==> src/rtl/dm_arb_pkg.sv <==
`default_nettype none
// ============================================================================
// dm_arb_pkg : arbiter state encoding and requester identifiers
// Rev 1.0
// ============================================================================
package dm_arb_pkg;

  typedef enum logic [1:0] {
    IDLE    = 2'd0,
    GNT_CPU = 2'd1,
    GNT_DMA = 2'd2
  } arb_state_e;

  typedef enum logic {
    SRV_CPU = 1'b0,
    SRV_DMA = 1'b1
  } req_id_e;

endpackage
`default_nettype wire

==> src/rtl/dm_arb_rr2.sv <==
`default_nettype none
// ============================================================================
// arb_rr2 : two-requester round-robin pick, favouring the one not served last
// Rev 1.0
// ============================================================================
module arb_rr2
  import dm_arb_pkg::*;
(
  input  logic    cpu_req_i,
  input  logic    dma_req_i,
  input  req_id_e last_srv_i,
  output req_id_e winner_o
);

  always_comb begin
    winner_o = SRV_CPU;
    if (cpu_req_i && dma_req_i) begin
      winner_o = (last_srv_i == SRV_CPU) ? SRV_DMA : SRV_CPU;
    end else if (dma_req_i) begin
      winner_o = SRV_DMA;
    end
  end

endmodule
`default_nettype wire

==> src/rtl/dm_arb.sv <==
`default_nettype none
// ============================================================================
// dm_arb : CPU/DMA data-memory arbiter with locked DMA bursts
// Rev 1.0
// ============================================================================
module dm_arb
  import dm_arb_pkg::*;
#(
  parameter int unsigned BURST_MAX = 4
) (
  input  logic        clk,
  input  logic        rst_f,
  input  logic        cpu_req,
  input  logic        cpu_we,
  input  logic [15:0] cpu_addr,
  input  logic [31:0] cpu_wdata,
  output logic        cpu_gnt,
  output logic        cpu_rvalid,
  input  logic        dma_req,
  input  logic        dma_we,
  input  logic        dma_lock,
  input  logic [15:0] dma_addr,
  input  logic [31:0] dma_wdata,
  output logic        dma_gnt,
  output logic        dma_rvalid,
  output logic [31:0] rdata,
  output logic [15:0] dm_addr,
  output logic [31:0] dm_wdata,
  output logic        dm_we,
  input  logic [31:0] dm_rdata
);

  localparam logic [3:0] BURST_LAST = 4'(BURST_MAX - 1);

  arb_state_e  state_q;
  logic [3:0]  burst_cnt_q;
  req_id_e     last_srv_q;
  logic [31:0] rdata_q;
  logic        cpu_rvalid_q;
  logic        dma_rvalid_q;

  req_id_e     winner_d;
  logic        cpu_xfer;
  logic        dma_xfer;

  arb_rr2 u_arb_rr2 (
    .cpu_req_i  (cpu_req),
    .dma_req_i  (dma_req),
    .last_srv_i (last_srv_q),
    .winner_o   (winner_d)
  );

  assign cpu_gnt    = (state_q == GNT_CPU);
  assign dma_gnt    = (state_q == GNT_DMA);
  assign cpu_rvalid = cpu_rvalid_q;
  assign dma_rvalid = dma_rvalid_q;
  assign rdata      = rdata_q;

  assign cpu_xfer = cpu_req & cpu_gnt;
  assign dma_xfer = dma_req & dma_gnt;

  // Memory port idles at all-zero so nothing leaks outside a transfer.
  always_comb begin
    dm_we    = 1'b0;
    dm_addr  = 16'd0;
    dm_wdata = 32'd0;
    if (cpu_xfer) begin
      dm_we    = cpu_we;
      dm_addr  = cpu_addr;
      dm_wdata = cpu_wdata;
    end else if (dma_xfer) begin
      dm_we    = dma_we;
      dm_addr  = dma_addr;
      dm_wdata = dma_wdata;
    end
  end

  always_ff @(posedge clk or negedge rst_f) begin
    if (!rst_f) begin
      state_q      <= IDLE;
      burst_cnt_q  <= 4'd0;
      last_srv_q   <= SRV_DMA;
      rdata_q      <= 32'd0;
      cpu_rvalid_q <= 1'b0;
      dma_rvalid_q <= 1'b0;
    end else begin
      cpu_rvalid_q <= cpu_xfer & ~cpu_we;
      dma_rvalid_q <= dma_xfer & ~dma_we;
      if ((cpu_xfer && !cpu_we) || (dma_xfer && !dma_we)) begin
        rdata_q <= dm_rdata;
      end
      case (state_q)
        IDLE: begin
          burst_cnt_q <= 4'd0;
          if (cpu_req || dma_req) begin
            state_q <= (winner_d == SRV_DMA) ? GNT_DMA : GNT_CPU;
          end
        end
        GNT_CPU: begin
          state_q <= IDLE;
          if (cpu_xfer) begin
            last_srv_q <= SRV_CPU;
          end
        end
        GNT_DMA: begin
          if (dma_xfer && dma_lock && (burst_cnt_q < BURST_LAST)) begin
            burst_cnt_q <= burst_cnt_q + 4'd1;
          end else begin
            state_q     <= IDLE;
            burst_cnt_q <= 4'd0;
            if (dma_xfer) begin
              last_srv_q <= SRV_DMA;
            end
          end
        end
        default: begin
          state_q     <= IDLE;
          burst_cnt_q <= 4'd0;
        end
      endcase
    end
  end

endmodule
`default_nettype wire

==> config.mk <==
export PLATFORM = sky130hd
export DESIGN_NAME = dm_arb
export DESIGN_NICKNAME = d
export VERILOG_FILES = /design/src/rtl/dm_arb_pkg.sv /design/src/rtl/dm_arb_rr2.sv /design/src/rtl/dm_arb.sv
export SDC_FILE = /design/constraint.sdc
export NUM_CORES = 1
export LEC_CHECK = 0
export BUFFER_PORTS_ARGS = -buffer_cell sky130_fd_sc_hd__buf_4
export CAP_MARGIN = 20
export CORE_AREA = 4 4 83 85
export DETAILED_ROUTE_END_ITERATION = 12
export DIE_AREA = 0 0 87 89
export PLACE_DENSITY = 0.81
export RECOVER_POWER = 25
export SETUP_SLACK_MARGIN = 0.5
export SLEW_MARGIN = 25
export SYNTH_ARGS = -nofsm -noshare
export SYNTH_HDL_FRONTEND = slang
export SYNTH_SLANG_ARGS = --single-unit
==> constraint.sdc <==
create_clock -name clk -period 3.9 [get_ports clk]
set_input_delay 0.78 -clock clk [delete_from_list [all_inputs] [get_ports clk]]
set_output_delay 0.78 -clock clk [all_outputs]
set_load 0.02 [all_outputs]
# [Word level (Yosys, flattened, before mapping)]
# Cells that the tools add are included.
[word_totals] out_inout_bits=85 elab_cells=52 ff_bits=41 inputBits=135
[classes] n_addsub=1 n_mux=19 n_lt_le_gt_ge=1 n_reduce_logical=13 bitwise_logic=6 eq_ne=6
[op_table] cell="$mux W32" n=2
[op_table] cell="$mux W16" n=2
[op_table] cell="$mux W1" n=8
[op_table] cell="$pmux W4 S2" n=1
[op_table] cell="$mux W2" n=3
[op_table] cell="$logic_and A1 B1 Y1" n=5
[op_table] cell="$add A4 B1 Y4 const B" n=1
[op_table] cell="$and A1 B1 Y1" n=4
[op_table] cell="$lt A4 B2 Y1 const B" n=1
[op_table] cell="$mux W4" n=1
[op_table] cell="$ne A2 B1 Y1 const B" n=2
[op_table] cell="$ne A2 B2 Y1 const B" n=2
[op_table] cell="$pmux W2 S2" n=1
[op_table] cell="$reduce_and A4 Y1" n=1
[op_table] cell="$eq A2 B1 Y1 const B" n=1
[op_table] cell="$eq A2 B2 Y1 const B" n=1
[op_table] cell="$logic_not A1 Y1" n=2
[op_table] cell="$logic_not A2 Y1" n=1
[op_table] cell="$logic_or A1 B1 Y1" n=2
[op_table] cell="$not A1 Y1" n=2
[op_table] cell="$pmux W1 S2" n=1
[op_table] cell="$reduce_and A2 Y1" n=1
[op_table] cell="$reduce_bool A2 Y1" n=1

# [Depth between registers and ports, before layout]
# Gate-level depths: netlist of the first run.
[logic_depth] word_depth=6 depth_mapped=6 ltp_nobuf=4

# [Cells and area by module]
# From an unflattened synthesis of the first run, not the netlist that was laid out.
[hier_totals] cells_unflattened=162 hier_area_um2=2199.6
[modules_own_cells] module="dm_arb" cells_per_inst=161 n_inst=1 area_per_inst_um2=2188.3 seq_area_each_um2=1027.2
[modules_own_cells] module="arb_rr2" cells_per_inst=1 n_inst=1 area_per_inst_um2=11.3 seq_area_each_um2=0.0

# [Worst setup path after synthesis of the first run]
# OpenSTA, ideal clock, no wires.
[synth_timing] path_type="input port to output port" from="input dma_req" to="output dm_addr[10]" t_arrival_ns=1.596 t_required_ns=3.120 slack_ns=1.524 cell_stages=4 n_path_buf=2 path_cell_list="and3b_1 buf_2 clkbuf_1 a22o_1"
[synth_between] elab_chain_cells=3
[synth_lines] item="start: declaration" line_no="dm_arb.sv:19" text="input logic dma_req,"
[synth_lines] item="$and A1 B1 Y1" line_no="dm_arb.sv:60" text="assign dma_xfer = dma_req & dma_gnt;"
[synth_lines] item="$mux W16" line_no="dm_arb.sv:71" text="end else if (dma_xfer) begin"
[synth_lines] item="$mux W16" line_no="dm_arb.sv:67" text="if (cpu_xfer) begin"
[synth_lines] item="end: declaration" line_no="dm_arb.sv:27" text="output logic [15:0] dm_addr,"
# No other way between the ends.

# [Final worst setup path of the first run]
[layout_timing] from="register state_q[0]" to="output dm_addr[12]"
[layout_between] elab_chain_cells=4 word_cells_on_any_way=6 cone_classes="eq/ne: 2; mux: 2; bitwise: 2"
[layout_lines] item="start: declaration" line_no="dm_arb.sv:35" text="arb_state_e state_q;"
[layout_lines] item="start signal: assignment" line_no="dm_arb.sv:96" text="state_q <= (winner_d == SRV_DMA) ? GNT_DMA : GNT_CPU;"
[layout_lines] item="$eq A2 B2 Y1" line_no="dm_arb.sv:54" text="assign dma_gnt = (state_q == GNT_DMA);"
[layout_lines] item="$and A1 B1 Y1" line_no="dm_arb.sv:60"
[layout_lines] item="$mux W16" line_no="dm_arb.sv:71"
[layout_lines] item="$mux W16 *" line_no="dm_arb.sv:67"
# Every way passes the cells marked *; elsewhere a longest branch is shown, timed or not.

==> results of run 1 <==
[critical path: stages (launching register included)]
cell and delay (ns):
dfrtp_1 0.44, nor2b_2 0.30, and2_2 0.78, a22o_1 0.28, buf_4 0.15
[final timing paths]
kind	end	depth (start not counted)	slack, ns
worst max-delay path	dm_addr[12]	4	0.87
worst min-delay path	burst_cnt_q[0]	1	0.50
worst max register to register	rdata[19]	3	2.14
worst min register to register	burst_cnt_q[0]	1	0.50
max in group asynchronous	rdata[18]	1	1.53
min in group asynchronous	rdata[0]	1	1.12
[metal layers]
metal,global-route usage (%),vias up,routed length (um)
li1,-,1039,-
met2,36.51,120,4564
met5,0,-,13
met3,8.664,8,969
met4,4.816,2,85
met1,21.04,1014,2858
[kinds of logic after synthesis]
family	after synthesis
adder cells (fa/ha/maj)	1
flip-flops	41
multiplexers	32
buffers and inverters	15
AND/OR/NAND/NOR	17
AO/OA/AOI/OAI	55
[stage by stage]
stage	worst slack, ns	hold slack, ns
2_1_floorplan	1.524	0.4546
3_3_place_gp	1.075	0.4742
3_5_place_dp	1.046	0.4852
4_1_cts	0.8709	0.4801
5_1_grt	0.6836	0.5230
6_report	0.8744	0.5018
[flip-flops by register name (all words and copies together) (netlist names)]
| name | cells |
|---|---|
| rdata | 32 |
| state_q | 2 |
| last_srv_q | 1 |
| burst_cnt_q | 4 |
| cpu_rvalid | 1 |
| dma_rvalid | 1 |
[area by class of cell]
class / instances / area [sq um] / area share (%)
Multi-Input combinational cell: 105 / 1072 / 27.13
Timing Repair Buffer: 219 / 1640 / 41.50
Clock inverter: 1 / 30.03 / 0.7597
Tap cell: 77 / 96.34 / 2.437
Clock buffer: 7 / 86.33 / 2.184
Sequential cell: 41 / 1027 / 25.99
[power by group through the flow]
| stage | sequential (mW) | combinational [mW] | clock [mW] |
|---|---|---|---|
| after global routing | 0.755 | 1.35 | 0.381 |
| after global placement | 0.723 | 1.27 | 0 |
| after CTS | 0.730 | 1.29 | 0.362 |
| after detailed placement | 0.729 | 1.29 | 0 |
| final | 0.727 | 1.28 | 0.352 |
| after floorplan | 0.927 | 0.536 | 0 |
[cells in the mapped netlist]
| library cell | instances |
|---|---|
| ha_1 | 1 |
| buf_2 | 6 |
| and2_1 | 3 |
| and3b_1 | 1 |
| clkbuf_1 | 4 |
| a32o_1 | 1 |
| o21ai_0 | 2 |
| o22a_4 | 1 |
| a22o_1 | 49 |
| mux2_2 | 2 |
| nor3b_1 | 1 |
| nor2_1 | 2 |
| dfrtp_1 | 40 |
| dfstp_2 | 1 |
| nor2b_1 | 2 |
| nor4b_1 | 2 |
| nand3b_1 | 2 |
| buf_12 | 3 |
| nand2_1 | 3 |
| a21oi_1 | 2 |
| mux2_4 | 30 |
| buf_6 | 2 |
| nor2b_2 | 1 |
[layout by cell type, fill, tap and decap left out]
master     synthesis  final
buf_4              0    218
a22o_1            49     49
dfrtp_1           40     40
mux2_4            30     30
clkbuf_8           0      6
nand2_1            3      3
nor2b_1            2      2
nand3b_1           2      2
nor2_1             2      2
nor4b_1            2      2
a21oi_1            2      2
and2_1             3      2
o21ai_0            2      2
mux2_2             2      2
clkbuf_1           4      2
nor2b_2            1      1
and2_2             0      1
and3b_2            0      1
o22a_4             1      1
nor3b_1            1      1
a32o_1             1      1
ha_1               1      1
bufinv_16          0      1
dfstp_2            1      1
==> run metrics, run 1 <==
final setup fails=0; Reg clk slew, reported paths=~0.08 ns; vias per inst=4.851; post-synthesis cell area=between 2000 and 2500 sq um; Detailed Route WL=8.492 mm; sequential area share after synthesis=46.18%; average size of a mapped cell=13.82 sq um; effective utilization at floorplan=a little over a third; Clock Latency Late Sink=a little under 0.3 ns; worst r2r src=state_q[0]; initial antenna violation count=1; Yosys top cell area share=between 40% and 50%; Final nets=508; Sw Pwr=~0.85 mW; CTS tree=done; IR drop worst, VDD=0.0003886 V; CTS Sinks=41; Setup crit start=state_q[0]; filler cell count=approximately 530; routed via count=around 2.2k; Hold Violations, Final=0; GR Overflow Total=0; Synth area leader=dfrtp_1; Synth Area in Compound Gates=between 20% and 30%; clock buffer depth=2; full die area=between 7000 and 8000 sq um; Slew headroom=-45.19%; status=finished with violations; drt first pass iters=5; dpl cells=442; Core Util, Final=a little under two thirds; post-synthesis mux area share=approximately a fifth; area delta synth->final=77.67%; DRC viols=0; Cell Rows=29; largest net degree at the start of global routing=52; core box area=just over 6000 sq um; Sequential Power Share=a little over 30%; Wirelength per Cell=about 19 um; Seq cells post-synth=about 40; share of cells above drive strength 1=about 70%; Yosys warnings=0; Crit Path Max Fanout=49; Initial DRC Count=53; Period minus WS final=about 3.0 ns; xor and xnor area share after synthesis=0%; DPL Wire Length=6.899 mm; chip height=a little under 90 um; max-cap violations=1; total track usage=approximately a fifth; I/O pin cnt=220; worst min path class=reg -> reg; Slew Limit Fails=42; sw frac=between 30% and 40%; Int Power=around 1.5 mW; Worst Path Required=between 3 and 4 ns; PD cells=between 500 and 600 nW/um^2; CTS root buffer=clkbuf_8; Yosys cell types=23; setup TNS=0 ns; vias in the first global route=between 2k and 2.5k; Final ANT Viol Nets=0; Layout Skew=~0.0054 ns; Hold Crit Start=burst_cnt_q[0]; global-route wire length before repair=between 10 and 15 mm; final total power=2.357 mW; CTS resizes=0; PortBufs=approximately 220; antenna fix cells=0; unrepaired setup endpoints after global routing=false; endpoint class of the critical path=output pin; category of the critical setup timing path=reg -> out; syn_nets=just under 300; CP startpoint kind=register; DIE WIDTH=around 87 um; Synth Area in Simple Gates=around 4.8%; clock power share=14.9%; crit share post-route=between 70% and 80%; Post-DP Area=approximately 3800 sq um; final std cells w/o fill=450; Final GP Congestion=between 0.7 and 0.8; Area contributors post-synth=dfrtp_1 (45%), mux2_4 (20%), a22o_1 (19%); Gate power share=between 50% and 60%; failing checks=max-capacitance violations, max-slew violations; Pleak=2.162 nW; adder-cell share of the synthesized area=less than 1%; cell area after layout=between 3000 and 4000 sq um; Fmax achieved=about 330 MHz; H-tree depth=2; # hold bufs at CTS=0; Worst Max-Slew Pin Slew=between 2 and 2.5 ns; Gate Count Post-Synth=161; Arrival @ worst endpoint=~2.3 ns; Num CTS Buffers=5; largest family of logic cells by synthesized area=compound AO/OA/AOI/OAI gates; post-CTS setup repair buffer count=0
No activity file was read; power rests on OpenSTA's default activity.
==> run 2, diff against run 1 <==
Settings changed: ABC_AREA set to 1, CORE_AREA 4 4 83 85 to not set, CORE_ASPECT_RATIO set to 1.4, CORE_MARGIN set to 4, CORE_UTILIZATION set to 33, DIE_AREA 0 0 87 89 to not set, PLACE_DENSITY 0.81 to 0.77.
Clock period 3.9 ns to 2.6 ns, I/O delays scaled along.
==> run 2 against run 1 <==
Net effect:
- the run now ends clean
- critical path depth grew 4
- cell count grew 47%
- register-to-register slack lost 1.1 ns
- combinational power grew 93%
- critical endpoint is now dm_wdata[29]
- via count grew 45%
- utilization grew 3.8 points
- clock power grew 20%
- highest routed layer is now met4
- setup slack lost 0.45 ns
- critical path type unchanged
- global-route usage grew 2.5 points
==> run metrics, run 2 <==
antenna fix cells=0 (unchanged); commonest non-fill, non-tap cell in the layout=buf_4; Async SR Flop Fraction=100.0% (unchanged); final setup fails=0 (unchanged); chip height=106.2 um (+19%); Seq cells post-synth=41 (unchanged); most frequent cells in the layout=buf_4 (201), nand2_1 (200), dfrtp_1 (39); CTS Sinks=41 (unchanged); Post-synth top cells=nand2_1 (220), dfrtp_1 (40), nand3_1 (34); Final GP Congestion=0.8330 (+12%); sequential area share after synthesis=45.18% (-0.99 points); status=completed; CTS root buffer=clkbuf_8; core box area=6656 sq um (+7.3%); crit-path max cell delay=0.41 ns (-0.37 ns); Slew headroom=34.94% (+80 points); Crit Path Max Fanout=11 (-78%); Post-DP Area=3986 sq um (+3.8%); Final ANT Viol Nets=0 (unchanged); Crit-path slowest cell=dfrtp_1; Yosys cell types=16 (-30%); Pleak=2.672 nW (+24%); setup TNS=0 ns (unchanged); Synth area leader=dfrtp_1; PD cells=879.3 nW/um^2 (+47%); Gate Count Post-Synth=345 (+110%); cell area after layout=4496 sq um (+14%); final std cells w/o fill=662 (+47%); Clock Latency Late Sink=0.29 ns (about the same); Final nets=706 (+39%); Initial DRC Count=99 (+87%); area delta synth->final=97.74%; vias in the first global route=2921 (+37%); global-route wire length before repair=14.60 mm (+26%); Sw Pwr=1.715 mW (+100%); Synth Flop Type=dfrtp_1; CP startpoint kind=register; CTS tree=done; category of the critical setup timing path=reg -> out; Area contributors post-synth=dfrtp_1 (44%), nand2_1 (36%), nand3_1 (7.5%); sw frac=43.39% (+7.2 points); crit-path cells=inv_2, nand2_4, nor2_4, buf_12, clkbuf_16, nand2_1, nand2_1, buf_6; share of cells above drive strength 1=47.89% (-22 points); Worst Path Required=2.08 ns (-1.04 ns); endpoint class of the critical path=output pin; Period minus WS final=around 2.2 ns; most frequent cell after synthesis=nand2_1; Detailed Route WL=11.01 mm (+30%); Gate power share=62.4% (+8.2 points); Hold Violations, Final=0 (unchanged); vias per inst=4.781 (-1.4%); max-cap violations=0 (-1); PortBufs=219 (unchanged); Hold WS=0.3762 ns (-0.1257 ns); routed via count=3165 (+45%); largest net degree at the start of global routing=51 (-1.9%); post-synthesis cell area=2273 sq um (+2.2%); full die area=8300 sq um (+7.2%); clock power share=10.7% (-4.2 points); Num CTS Buffers=5 (unchanged); Sequential Power Share=26.9% (-4.0 points); Cell Rows=35 (+21%); Core Util, Final=67.54% (+3.8 points); most frequent CP cell=nand2_1; Arrival @ worst endpoint=1.66 ns (-0.59 ns); Layout Skew=0.003819 ns (-0.001551 ns); Yosys top cell area share=44.03% (-0.97 points); effective utilization at floorplan=34.15% (-1.7 points); average size of a mapped cell=6.590 sq um (-52%); Slew Limit Fails=0 (-100%); worst min path class=in -> async; number of enable flip-flop cells after synthesis=0 (unchanged); H-tree depth=2 (unchanged); crit share post-route=a little over four fifths; Fmax achieved=~460 MHz; unrepaired setup endpoints after global routing=true; DPL Wire Length=7.870 mm (+14%); Int Power=2.238 mW (+49%); GR Overflow Total=0 (unchanged); DIE WIDTH=78.15 um (-10%); post-place setup slack=0.4667 ns (-0.5791 ns); initial antenna violation count=0 (-1); Yosys warnings=0 (unchanged); Reg2Reg Setup Slack=1.03 ns (-1.11 ns); Reg clk slew, reported paths=0.08 ns (about the same); DRC viols=0 (unchanged); clock buffer depth=2 (unchanged); syn_nets=481 (+62%); Largest register FFs=32 (unchanged); Worst Max-Slew Pin Slew=0.9758 ns (-1.202 ns); dpl cells=641 (+45%); final total power=3.953 mW (+68%); drt first pass iters=4 (-1); total track usage=22.42% (+2.5 points); IR drop worst, VDD=0.0005376 V (+38%); final worst slack=0.4233 ns (-0.4511 ns); I/O pin cnt=220 (unchanged); Wirelength per Cell=16.63 um (-12%)
## run 2: what timing repair did
action | 4_1_cts | 5_1_grt
setup endpoints to repair | 48 | 49
pin swaps | 1 | 5
buffers inserted | 3 | 6
hold buffers | 0 | 0
gates cloned | 1 | 4
resized for setup | 6 | 58
## run 2: worst paths after layout
| kind | start | to | cells past startpoint |
|---|---|---|---|
| min in group clk | dm_rdata[3] | rdata[3] | 3 |
| min | rst_f | rdata[3] | 1 |
| max | state_q[1] | dm_wdata[29] | 8 |
| max in group asynchronous | rst_f | state_q[0] | 1 |
| max reg2reg | state_q[1] | rdata[22] | 7 |
| min reg2reg | burst_cnt_q[1] | burst_cnt_q[1] | 2 |
## run 2: layout make-up
class,count,area (sq um)
clock buffer,6,82.58
timing repair buffer,237,2009
sequential,41,1028
multi-input combinational,271,1200
tap,92,115.1
fill,575,2161
clock inverter,1,7.507
inverter,14,52.55
## run 2: power by group through the flow
stage               logic, mW  clock network, mW  registers (mW)
global route             2.63              0.458            1.10
finish                   2.47              0.423            1.06
detailed placement       2.13                  0            1.06
CTS                      2.20              0.436            1.06
floorplan               0.866                  0            1.33
global placement         2.09                  0            1.06
## run 2: cell families after synthesis
kind of cell / share of synthesized area [%]
compound gates: 1.156
fa+ha+maj: 0.5503
simple gates: 46.34
buf+inv: 6.770
flops: 45.18
## run 2: worst max-delay path, delay by kind of cell (launching register included)
| family | cells | cell delay, ns |
|---|---|---|
| buffers and inverters | 4 | 0.53 |
| flip-flops | 1 | 0.41 |
| AND/OR/NAND/NOR | 4 | 0.41 |
## run 2: routing by layer
layer | track usage [%] | up-vias | wire length [um]
li1 | - | 1500 | -
met1 | 22.93 | 1434 | 3551
met2 | 40.38 | 199 | 5726
met3 | 10.68 | 32 | 1474
met4 | 6.125 | 0 | 259
met5 | 0 | - | 0
==> run 3, diff against run 2 <==
Clock period 2.6 ns to 2 ns, I/O delays scaled along.
==> run 3 against run 2 <==
Net effect:
- die area unchanged
- combinational power increased by 50%
- critical endpoint is now dm_wdata[13]
- clock power increased by 31%
- setup slack got worse by 0.40 ns
- utilization increased by 6.8 points
- critical path type unchanged
- cell area increased by 10%
==> run metrics, run 3 (same netlist as run 2, synthesis figures left out) <==
status=completed; endpoint class of the critical path=output pin; Gate power share=65.6% (+3.2 points); effective utilization at floorplan=34.15% (unchanged); global-route wire length before repair=16.25 mm (+11%); initial antenna violation count=0 (unchanged); Largest register FFs=32 (unchanged); final worst slack=0.02712 ns (-0.3961 ns); chip height=106.2 um (unchanged); clock buffer depth=2 (unchanged); I/O pin cnt=220 (unchanged); Num CTS Buffers=5 (unchanged); area delta synth->final=117.8%; CP startpoint kind=register; Initial DRC Count=117 (+18%); clock power share=9.8% (-0.9 points); CTS root buffer=clkbuf_8; final std cells w/o fill=675 (+2.0%); Layout Skew=0.01051 ns (+0.006690 ns); Fmax achieved=between 500 and 600 MHz; Core Util, Final=74.38% (+6.8 points); total track usage=25.05% (+2.6 points); crit share post-route=between 90% and 100%; Arrival @ worst endpoint=1.57 ns (-0.09 ns); unrepaired setup endpoints after global routing=true; Detailed Route WL=12.14 mm (+10%); sw frac=43.83% (+0.44 points); Int Power=3.164 mW (+41%); Slew Limit Fails=0 (unchanged); antenna fix cells=0 (unchanged); Reg2Reg Setup Slack=0.45 ns (-0.58 ns); Sw Pwr=2.469 mW (+44%); Final GP Congestion=0.9078 (+9.0%); # hold bufs at CTS=0 (unchanged); Crit Path Max Fanout=12 (+1); PortBufs=219 (unchanged); Cell Rows=35 (unchanged); Final ANT Viol Nets=0 (unchanged); DPL Wire Length=8.047 mm (+2.2%); GR Overflow Total=0 (unchanged); Reg clk slew, reported paths=0.08 ns (about the same); DRC viols=0 (unchanged); Period minus WS final=about 2.0 ns; post-place setup slack=0.3022 ns (-0.1645 ns); Wirelength per Cell=17.99 um (+8.2%); routed via count=3303 (+4.4%); drt first pass iters=6 (+2); H-tree depth=2 (unchanged); Slew headroom=32.69% (-2.3 points); largest net degree at the start of global routing=42 (-18%); vias per inst=4.893 (+2.4%); IR drop worst, VDD=0.0009672 V (+80%); Pleak=2.829 nW (+5.9%); full die area=8300 sq um (unchanged); CTS Sinks=41 (unchanged); Hold Violations, Final=0 (unchanged); commonest non-fill, non-tap cell in the layout=buf_4; CTS tree=done; category of the critical setup timing path=reg -> out; dpl cells=642 (+0.16%); Clock Latency Late Sink=0.30 ns (about the same); setup TNS=0 ns (unchanged); vias in the first global route=3115 (+6.6%); cell area after layout=4951 sq um (+10%); share of cells above drive strength 1=59.35% (+11 points); core box area=6656 sq um (unchanged); Sequential Power Share=24.6% (-2.3 points); DIE WIDTH=78.15 um (unchanged); Worst Max-Slew Pin Slew=1.010 ns (+0.03377 ns); Worst Path Required=1.60 ns (-0.48 ns); worst min path class=in -> async; max-cap violations=0 (unchanged); Post-DP Area=4085 sq um (+2.5%); final setup fails=0 (unchanged); PD cells=1138 nW/um^2 (+29%); Final nets=718 (+1.7%); most frequent cells in the layout=buf_4 (186), nand2_1 (142), nand2_2 (64)
[run 3: cell count changes in the layout (fill, tap and decap cells not counted), sizes merged]
cell	previous run	this run
buf	233	244
clkinv	0	2
[run 3: per-stage QoR]
step | total power, mW | hold WS, ns
after floorplan | 2.915 | 0.1044
after global placement | 4.169 | 0.4061
after detailed placement | 4.232 | 0.4112
after CTS | 5.153 | 0.08923
after global routing | 5.942 | 0.2834
final | 5.634 | 0.2630
[run 3: what timing repair did]
action | CTS | global route
pin swaps | 1 | 15
buffers inserted | 10 | 5
resized for setup | 23 | 107
gates cloned | 5 | 5
endpoints found under the setup margin | 50 | 83
[run 3: path summary, 6_finish.rpt]
path | from | end | cells after the start
max in group asynchronous | rst_f | state_q[0] | 1
min in group clk | dm_rdata[9] | rdata[9] | 3
worst max register to register | state_q[0] | rdata[25] | 8
worst min register to register | burst_cnt_q[2] | burst_cnt_q[2] | 2
worst max-delay path | state_q[0] | dm_wdata[13] | 8
worst min-delay path | rst_f | rdata[15] | 1
[run 3: power groups by stage]
stage                     Sequential [mW]  Combinational (mW)  Clock, mW
after floorplan                      1.72                1.19          0
after global placement               1.38                2.79          0
after detailed placement             1.38                2.85          0
after CTS                            1.38                3.22      0.556
after global routing                 1.43                3.92      0.595
final                                1.38                3.70      0.553
[run 3: final cells by class]
cell class	count	area, sq um
fillers	513	1705
flip-flops and latches	41	1028
well taps	92	115.1
inverters	14	55.05
repair buffers	249	2273
clock buffers	5	68.82
multi-input cells	271	1393
clock inverters	3	17.52
[run 3: per-layer routing]
| metal | GRT usage [%] | share of wire [%] | up-vias |
|---|---|---|---|
| li1 | - | - | 1530 |
| met1 | 27.05 | 34 | 1546 |
| met2 | 45.28 | 52 | 202 |
| met3 | 10.00 | 11 | 25 |
| met4 | 6.000 | 2.4 | 0 |
| met5 | 0 | 0 | - |
[run 3: critical path, stage by stage (launching register included)]
cell and delay [ns]:
dfrtp_2 0.43, buf_6 0.13, nand2_4 0.08, nor2_4 0.04, buf_6 0.14, buf_16 0.15
nand2_1 0.10, nand2_2 0.06, buf_4 0.15
